==> config.mk <==
export PLATFORM = sky130hd
export DESIGN_NAME = reservation_station
export DESIGN_NICKNAME = d
export VERILOG_FILES = /design/src/rtl/reservation_station_pkg.sv /design/src/rtl/reservation_station_priority_encoder.sv /design/src/rtl/reservation_station.sv
export SDC_FILE = /design/constraint.sdc
export NUM_CORES = 2
export LEC_CHECK = 0
export BUFFER_PORTS_ARGS = -buffer_cell sky130_fd_sc_hd__buf_4
export CAP_MARGIN = 40
export CORE_AREA = 2 2 452 454
export DETAILED_ROUTE_END_ITERATION = 10
export DIE_AREA = 0 0 454 456
export GPL_ROUTABILITY_DRIVEN = 0
export SLEW_MARGIN = 5
export SYNTH_ARGS = -nofsm -noshare
export SYNTH_HDL_FRONTEND = slang
export SYNTH_HIERARCHICAL = 1
export SYNTH_SLANG_ARGS = --single-unit
==> constraint.sdc <==
create_clock -name clk -period 2.7 [get_ports clk]
set_clock_uncertainty 0.15 [all_clocks]
set_input_delay 0.135 -clock clk [delete_from_list [all_inputs] [get_ports clk]]
set_output_delay 0.135 -clock clk [all_outputs]
set_load 0.005 [all_outputs]
==> src/rtl/reservation_station_pkg.sv <==
// Shared types for the reservation station and the issue stage that consumes it:
// the station entry, the CDB broadcast, and helpers for clearing and operand snooping.
`ifndef RS_SIZE
`define RS_SIZE 8
`endif

package reservation_station_pkg;

  localparam int RS_SIZE = `RS_SIZE;
  localparam int TAG_W   = 4;
  localparam int ID_W    = $clog2(RS_SIZE);
  localparam int CNT_W   = $clog2(RS_SIZE + 1);
  localparam int CTRL_W  = 8;
  localparam int NUM_CDB = 2;

  typedef struct packed {
    logic              busy;
    logic [ID_W-1:0]   id;
    logic [TAG_W-1:0]  tag;
    logic [TAG_W-1:0]  tag_1;
    logic [TAG_W-1:0]  tag_2;
    logic [31:0]       value_1;
    logic [31:0]       value_2;
    logic [31:0]       imm;
    logic [CTRL_W-1:0] ctrl_bits;
  } rs_entry;

  typedef struct packed {
    logic             valid;
    logic [TAG_W-1:0] tag;
    logic [31:0]      value;
  } cdb_bus;

  typedef struct packed {
    logic [TAG_W-1:0] tag;
    logic [31:0]      value;
  } rs_operand;

  // Empty entry; the id field is the slot's fixed position and survives clears.
  function automatic rs_entry rs_clear_entry(input logic [ID_W-1:0] slot);
    rs_entry e;
    e    = '0;
    e.id = slot;
    return e;
  endfunction

  // Tag 0 means "no producer", so it never matches; bus 0 wins a double match.
  function automatic rs_operand rs_snoop_operand(input rs_operand op,
                                                 input cdb_bus [NUM_CDB-1:0] cdb);
    rs_operand r;
    r = op;
    if (op.tag != '0) begin
      if (cdb[0].valid && (cdb[0].tag == op.tag)) begin
        r.tag   = '0;
        r.value = cdb[0].value;
      end else if (cdb[1].valid && (cdb[1].tag == op.tag)) begin
        r.tag   = '0;
        r.value = cdb[1].value;
      end
    end
    return r;
  endfunction

endpackage

==> src/rtl/reservation_station_priority_encoder.sv <==
// Lowest-index free slot finder over a busy vector; also used by the issue stage.
module rs_priority_encoder
  import reservation_station_pkg::*;
(
  input  logic [RS_SIZE-1:0] busy_i,
  output logic [ID_W-1:0]    free_idx_o,
  output logic               any_free_o
);

  // Scanning downward lets the lowest free index be the last one written.
  always_comb begin
    free_idx_o = '0;
    any_free_o = 1'b0;
    for (int i = RS_SIZE - 1; i >= 0; i--) begin
      if (!busy_i[i]) begin
        free_idx_o = ID_W'(i);
        any_free_o = 1'b1;
      end
    end
  end

endmodule

==> src/rtl/reservation_station.sv <==
// Reservation-station array: dispatch into the lowest free slot, CDB wakeup with
// dispatch bypass, issue-driven free and flush. All outputs come from registered state.
module reservation_station
  import reservation_station_pkg::*;
(
  input  logic                          clk,
  input  logic                          reset,
  input  logic                          flush,
  input  logic                          dispatch_valid,
  input  rs_entry                       dispatch_entry,
  output logic                          dispatch_ready,
  input  logic [NUM_CDB-1:0]            cdb_valid,
  input  logic [NUM_CDB-1:0][TAG_W-1:0] cdb_tag,
  input  logic [NUM_CDB-1:0][31:0]      cdb_value,
  input  logic                          issue_valid,
  input  logic [ID_W-1:0]               issue_rs_id,
  output rs_entry                       res_stations [RS_SIZE],
  output logic [CNT_W-1:0]              count
);

  rs_entry                entries_q [RS_SIZE];
  rs_entry                entries_d [RS_SIZE];
  logic [RS_SIZE-1:0]     busy_vec;
  logic [ID_W-1:0]        free_idx;
  logic                   any_free;
  cdb_bus [NUM_CDB-1:0]   cdb;
  rs_entry                new_entry;
  rs_operand              op_1;
  rs_operand              op_2;

  always_comb begin
    for (int k = 0; k < NUM_CDB; k++) begin
      cdb[k].valid = cdb_valid[k];
      cdb[k].tag   = cdb_tag[k];
      cdb[k].value = cdb_value[k];
    end
  end

  always_comb begin
    busy_vec = '0;
    count    = '0;
    for (int i = 0; i < RS_SIZE; i++) begin
      busy_vec[i] = entries_q[i].busy;
      count       = count + {{(CNT_W-1){1'b0}}, entries_q[i].busy};
    end
  end

  rs_priority_encoder u_free_sel (
    .busy_i     (busy_vec),
    .free_idx_o (free_idx),
    .any_free_o (any_free)
  );

  // Handshake: a dispatch is accepted on a rising edge when dispatch_valid and
  // dispatch_ready are both high; dispatch_ready depends only on registered busy bits,
  // so a slot freed by issue this cycle is offered no earlier than the next cycle.
  assign dispatch_ready = any_free;

  always_comb begin
    entries_d = entries_q;
    op_1      = '0;
    op_2      = '0;
    new_entry = '0;

    for (int i = 0; i < RS_SIZE; i++) begin
      if (entries_q[i].busy) begin
        op_1 = rs_snoop_operand({entries_q[i].tag_1, entries_q[i].value_1}, cdb);
        op_2 = rs_snoop_operand({entries_q[i].tag_2, entries_q[i].value_2}, cdb);
        entries_d[i].tag_1   = op_1.tag;
        entries_d[i].value_1 = op_1.value;
        entries_d[i].tag_2   = op_2.tag;
        entries_d[i].value_2 = op_2.value;
      end
    end

    // Issue of an idle slot is a protocol error and is ignored.
    if (issue_valid && entries_q[issue_rs_id].busy) begin
      entries_d[issue_rs_id].busy = 1'b0;
    end

    if (dispatch_valid && any_free) begin
      new_entry         = dispatch_entry;
      new_entry.busy    = 1'b1;
      new_entry.id      = free_idx;
      op_1 = rs_snoop_operand({dispatch_entry.tag_1, dispatch_entry.value_1}, cdb);
      op_2 = rs_snoop_operand({dispatch_entry.tag_2, dispatch_entry.value_2}, cdb);
      new_entry.tag_1   = op_1.tag;
      new_entry.value_1 = op_1.value;
      new_entry.tag_2   = op_2.tag;
      new_entry.value_2 = op_2.value;
      entries_d[free_idx] = new_entry;
    end

    if (flush) begin
      for (int i = 0; i < RS_SIZE; i++) begin
        entries_d[i] = rs_clear_entry(ID_W'(i));
      end
    end
  end

  always_ff @(posedge clk or negedge reset) begin
    if (!reset) begin
      for (int i = 0; i < RS_SIZE; i++) begin
        entries_q[i] <= rs_clear_entry(ID_W'(i));
      end
    end else begin
      entries_q <= entries_d;
    end
  end

  assign res_stations = entries_q;

`ifndef SYNTHESIS
  always_ff @(posedge clk) begin
    if (reset && !flush && issue_valid) begin
      assert (entries_q[issue_rs_id].busy)
        else $error("reservation_station: issue of idle slot %0d", issue_rs_id);
    end
  end
`endif

endmodule

### Word level (Yosys, flattened, before mapping)

Index checks and enable logic that the tools add are counted.

| operators by class | value |
|---|---|
| add/sub/neg operators | 7 |
| $lt $le $gt $ge | 4 |
| eq/ne operators | 36 |
| multiplexer cells | 92 |
| bitwise operators | 2 |
| reductions and logical operators | 58 |

Operators by type and width:

| operator | count |
|---|---|
| $mux 960 | 3 |
| $mux 36 | 56 |
| $bwmux 960 | 2 |
| $demux 120 s3 | 2 |
| $mux 72 | 8 |
| $mux 120 | 4 |
| $bmux 120 s3 | 1 |
| $eq 4x4->1 | 36 |
| $reduce_bool 4->1 | 18 |
| $logic_and 1x1->1 | 40 |
| $mux 3 | 8 |
| $add 4x1->4 | 4 |
| $ge 4x4->1 const B | 2 |
| $lt 4x1->1 const B | 2 |
| $mux 1 | 8 |
| $not 3->4 | 2 |
| $add 3x1->4 | 1 |
| $add 2x1->3 | 1 |
| $add 1x1->2 | 1 |

| storage, ports and cells | value |
|---|---|
| flip-flop bits (word level) | 960 |
| output and inout bits | 965 |
| word-level logic and storage cells | 271 |

### Logic depth before layout (Yosys ltp)

| depth | value |
|---|---|
| word-level depth | 16 |
| depth in mapped cells | 11 |
| depth with buffers taken out | 9 |

### Modules after synthesis

The synthesis kept the hierarchy.

By module, submodules not included:

| module | instances | cells an instance | area an instance (um^2) |
|---|---|---|---|
| reservation_station | 1 | 5371 | 49317.3 |
| rs_priority_encoder | 1 | 14 | 77.6 |

### Worst setup path after synthesis

OpenSTA, ideal clock, no wires.

| path | value |
|---|---|
| path kind | reg-to-output |
| start | register entries_q (netlist bit res_stations[119]) |
| end | output port count[2] |
| arrival time | 2.782 ns |
| slack | -0.367 ns |
| stages on the path, launching flop included | 10 |
| buffers on the path | 0 |
| cell sequence | dfrtp_1 -> fa_1 -> inv_1 -> fa_1 -> fa_1 -> inv_1 -> ha_1 -> inv_1 -> fa_1 -> xnor2_1 |

| between the ends | value |
|---|---|
| cells in the longest elaborated chain, start to end | 1 |

RTL lines:

| item | RTL line | RTL |
|---|---|---|
| from (decl) | reservation_station.sv:21 | `rs_entry entries_q [RS_SIZE];` |
| from (signal, indexed assignment) | reservation_station.sv:104 | `entries_q[i] <= rs_clear_entry(ID_W'(i));` |
| from (signal assigned) | reservation_station.sv:107 | `entries_q <= entries_d;` |
| $add 4x1->4 | reservation_station.sv:44 | `count = count + {{(CNT_W-1){1'b0}}, entries_q[i].busy};` |
| to (decl) | reservation_station.sv:18 | `output logic [CNT_W-1:0] count` |

Every way passes these cells.

### Worst setup path in the final report

| path | value |
|---|---|
| start | register entries_q (netlist bit res_stations[119]) |
| end | output port count[1] |

Same word-level chain as after synthesis.

==> impl_metrics.csv <==
group,metric,value,unit
timing,setup_slack,-1260,ps
placement,io_buffers,1162,
yosys,synth_edf_count,0,
yosys,synth_compound_area_share,22.8,%
yosys,synth_simple_gate_area_share,13.4,%
die,die_x,454,um
cts,cts_tree,"done",
global_routing,antenna_found_initial,28,
finish,final-seq-area,24000,sq um
detailed_routing,drc_errors,0,
worst_setup_path,endpoint_kind,"primary output",
global_routing,first_global_vias,52200,
detailed_routing,met1Wirelength,100000,um
global_routing,grt_pass1_wl,418000,um
timing,fin_crit,3960,ps
worst_setup_path,crit_required,2410,ps
yosys,ys.flop_type,"dfrtp_1",
detailed_routing,wl_met2,146000,um
finish,largest_register_ffs,960,
status,status,"finished, violations left",
status,violations,"negative setup slack",
timing,maxSlewHeadroom,45.9,%
detailed_routing,route.met3.wl,30200,um
detailed_routing,drt_iter0_markers,6165,
pwr,cellLeakagePower,31.2,nW
yosys,synth_cells,5385,
die,rows,165,
cts,numCtsBuffers,114,
die,die_h,456,um
yosys,yosysTopAreaCellShare,48.0,%
pwr,powerDensity,514,nW/um^2
finish,nNetsFinal,6917,
flow_run,maxCapViolCount,0,
yosys,ys_ff_latch,960,
yosys,synth_area_leaders,"dfrtp_1 48%, mux2_2 7.1%, o22ai_1 6.4%",
worst_setup_path,cp_max_fo,2,
detailed_routing,ant_nets,0,
cts,cts-root-buf,"clkbuf_16",
yosys,yosys.area_share.xor_xnor,2.46,%
detailed_routing,routed_wl,308000,um
cts,clockBufferDepth,3,
cts,h-tree-depth,3,
timing,finalCritPeriodShare,147,%
timing,hold_viol_final,0,
pwr,peakVddDrop,569,uV
die,die_area,207000,sq um
timing,setup_viol,13,
placement,postPlaceCellArea,64400,sq um
finish,multi_input_area,23400,sq um
finish,final_util,35.2,%
yosys,syn_nets,5594,
worst_setup_path,critical_path_class,"register to primary output",
global_routing,grt_max_degree,152,
yosys,async_reset_ff_share,100,%
cts,clk_latency,770,ps
die,io-pin-count,1167,
die,core_area,202000,sq um
timing,worst-slew-pin-transition,812,ps
timing,tns,-4510,ps
finish,fin_area,71000,sq um
worst_setup_path,cp_data_arrival_time,3680,ps
worst_hold_path,holdCritPathClass,"primary input to register",
timing,fmax,0.252,GHz
pwr,total_power,0.0365,W
placement,dpl.hpwl,215000,um
yosys,synthMuxAreaShare,7.09,%
yosys,synthAdderAreaFrac,0.238,%
global_routing,grt_use_total,28.4,%
detailed_routing,routedWlPerCell,32.5,um
worst_setup_path,critPathLaunchType,"register",
cts,cts_sinks,960,
placement,pre_cts_ws,-661,ps
finish,drive_gt1_share,33.1,%
detailed_routing,via_per_inst,5.58,
die,start_util,24.5,%
yosys,synth_top_family_by_area,"compound AO/OA/AOI/OAI gates",
timing,slew_viol_final,0,
finish,area_growth,43.8,%
yosys,yosys_warnings,6,
cts,clk_pin_slew,60,ps
finish,fillers,20200,
global_routing,grt_overflow,0,
yosys,synth_cell_types,67,
yosys,syn_area_per_cell,9.17,sq um
detailed_routing,num_vias,52900,
timing,rsz0062_at_grt,"yes",
yosys,yosys.area.top_type,"dfrtp_1",
yosys,synth.cell_area,49400,sq um
detailed_routing,route.top_layer_used,"met5",
detailed_routing,dr.pass1.iters,8,
yosys,yosysSeqAreaShare,48.7,%
==> what timing repair did <==
item | CTS | global route
endpoints found under the hold margin | 1751 | 0
resized for setup | 11 | 31
pin swaps | 6 | 10
setup endpoints to repair | 21 | 226
hold buffers | 229 | 0
cloned | 0 | 3
setup buffers | 1 | 20
==> power breakdown <==
part / total (W) / leakage [nW] / switching (W) / internal (W)
Clock: 0.0166 / 1.93 / 0.00707 / 0.00950
Sequential: 0.0148 / 13.3 / 0.000221 / 0.0146
Combinational: 0.00510 / 16.0 / 0.00319 / 0.00192
Total: 0.0365 / 31.2 / 0.0105 / 0.0260
==> placed cells by master, fill, tap and decap left out, drive strengths merged, types with 15 or more instances in the layout <==
master	Yosys	routed
a211oi	89	89
a21oi	501	501
a221oi	44	44
a22o	65	65
a31o	15	15
and2	106	106
and3	23	23
buf	138	1568
clkbuf	452	168
clkinv	1	24
dfrtp	948	948
dlygate4sd3	0	225
inv	26	32
mux2	311	311
nand2	827	827
nand2b	20	20
nand3	22	22
nor2	467	467
nor3	21	21
nor4	33	33
o21ai	425	425
o221ai	42	42
o22ai	503	503
o32a	29	29
or3	19	19
xnor2	49	49
xor2	90	90
==> per-layer routing <==
| layer | vias up | global-route usage, % |
|---|---|---|
| li1 | 21800 | - |
| met2 | 3866 | 47.3 |
| met3 | 1115 | 7.12 |
| met1 | 26100 | 29.9 |
| met4 | 4 | 24.2 |
| met5 | - | 0 |
==> through the flow <==
stage,hold WS (ps),cells
2_1_floorplan,-311,5385
3_3_place_gp,37.7,9013
3_5_place_dp,37.6,9016
4_1_cts,0.547,9455
5_1_grt,51.2,9475
6_report,89.0,9484
==> synthesized netlist by cell type, drive strengths merged, types with 5 or more instances <==
library cell    n
dfstp          12
nor4           33
and2          106
o221ai         42
o32a           29
nand3          22
or2             6
o41a            5
a21oi         501
buf           138
clkbuf        452
nor2          467
o22ai         503
a22o           65
nand2b         20
o41ai           6
inv            26
or3            19
a22oi           7
mux2          311
dfrtp         948
a221oi         44
nor3           21
nor2b           5
a31o           15
xor2           90
a211oi         89
nand3b         14
a21o           11
and3           23
nand2         827
o21ai         425
xnor2          49
nand4           5
==> critical path, cell delays in order, from the launching register on <==
cell     delay (ps)
dfrtp_2         420
fa_1            580
inv_2            50
fa_1            490
fa_1            450
inv_2           100
ha_4            140
inv_2            40
fa_2            520
inv_2            40
buf_6           100
==> final cells by class <==
| cell class | count | area share (%) |
|---|---|---|
| flip-flops and latches | 960 | 33.9 |
| multi-input cells | 3808 | 32.9 |
| diodes | 11 | 0.0388 |
| repair buffers | 1797 | 22.8 |
| well taps | 2672 | 4.71 |
| inverters | 27 | 0.143 |
| clock inverters | 45 | 0.941 |
| clock buffers | 164 | 4.65 |
==> final timing paths <==
| path | from | to | slack, ps | depth (start not counted) |
|---|---|---|---|---|
| max reg2reg | res_stations[119]$_DFF_PN0_ | res_stations[685]$_DFF_PN0_ | 50 | 12 |
| min reg2reg | res_stations[476]$_DFFE_PN0P_ | res_stations[476]$_DFFE_PN0P_ | 340 | 1 |
| max | res_stations[119]$_DFF_PN0_ | count[1] | -1260 | 10 |
| min in group asynchronous | reset | res_stations[33]$_DFFE_PN0P_ | 120 | 3 |
| max in group asynchronous | reset | res_stations[236]$_DFFE_PN0P_ | 1620 | 4 |
| min | dispatch_entry[17] | res_stations[17]$_DFFE_PN0P_ | 90 | 4 |
==> logic make-up after synthesis <==
| group | after synthesis |
|---|---|
| simple gates | 1575 |
| compound gates | 1776 |
| mux | 311 |
| fa+ha+maj | 7 |
| xor+xnor | 139 |
| flops | 960 |
| buf+inv | 617 |
Note: power is estimated with default switching activity, not from simulation.
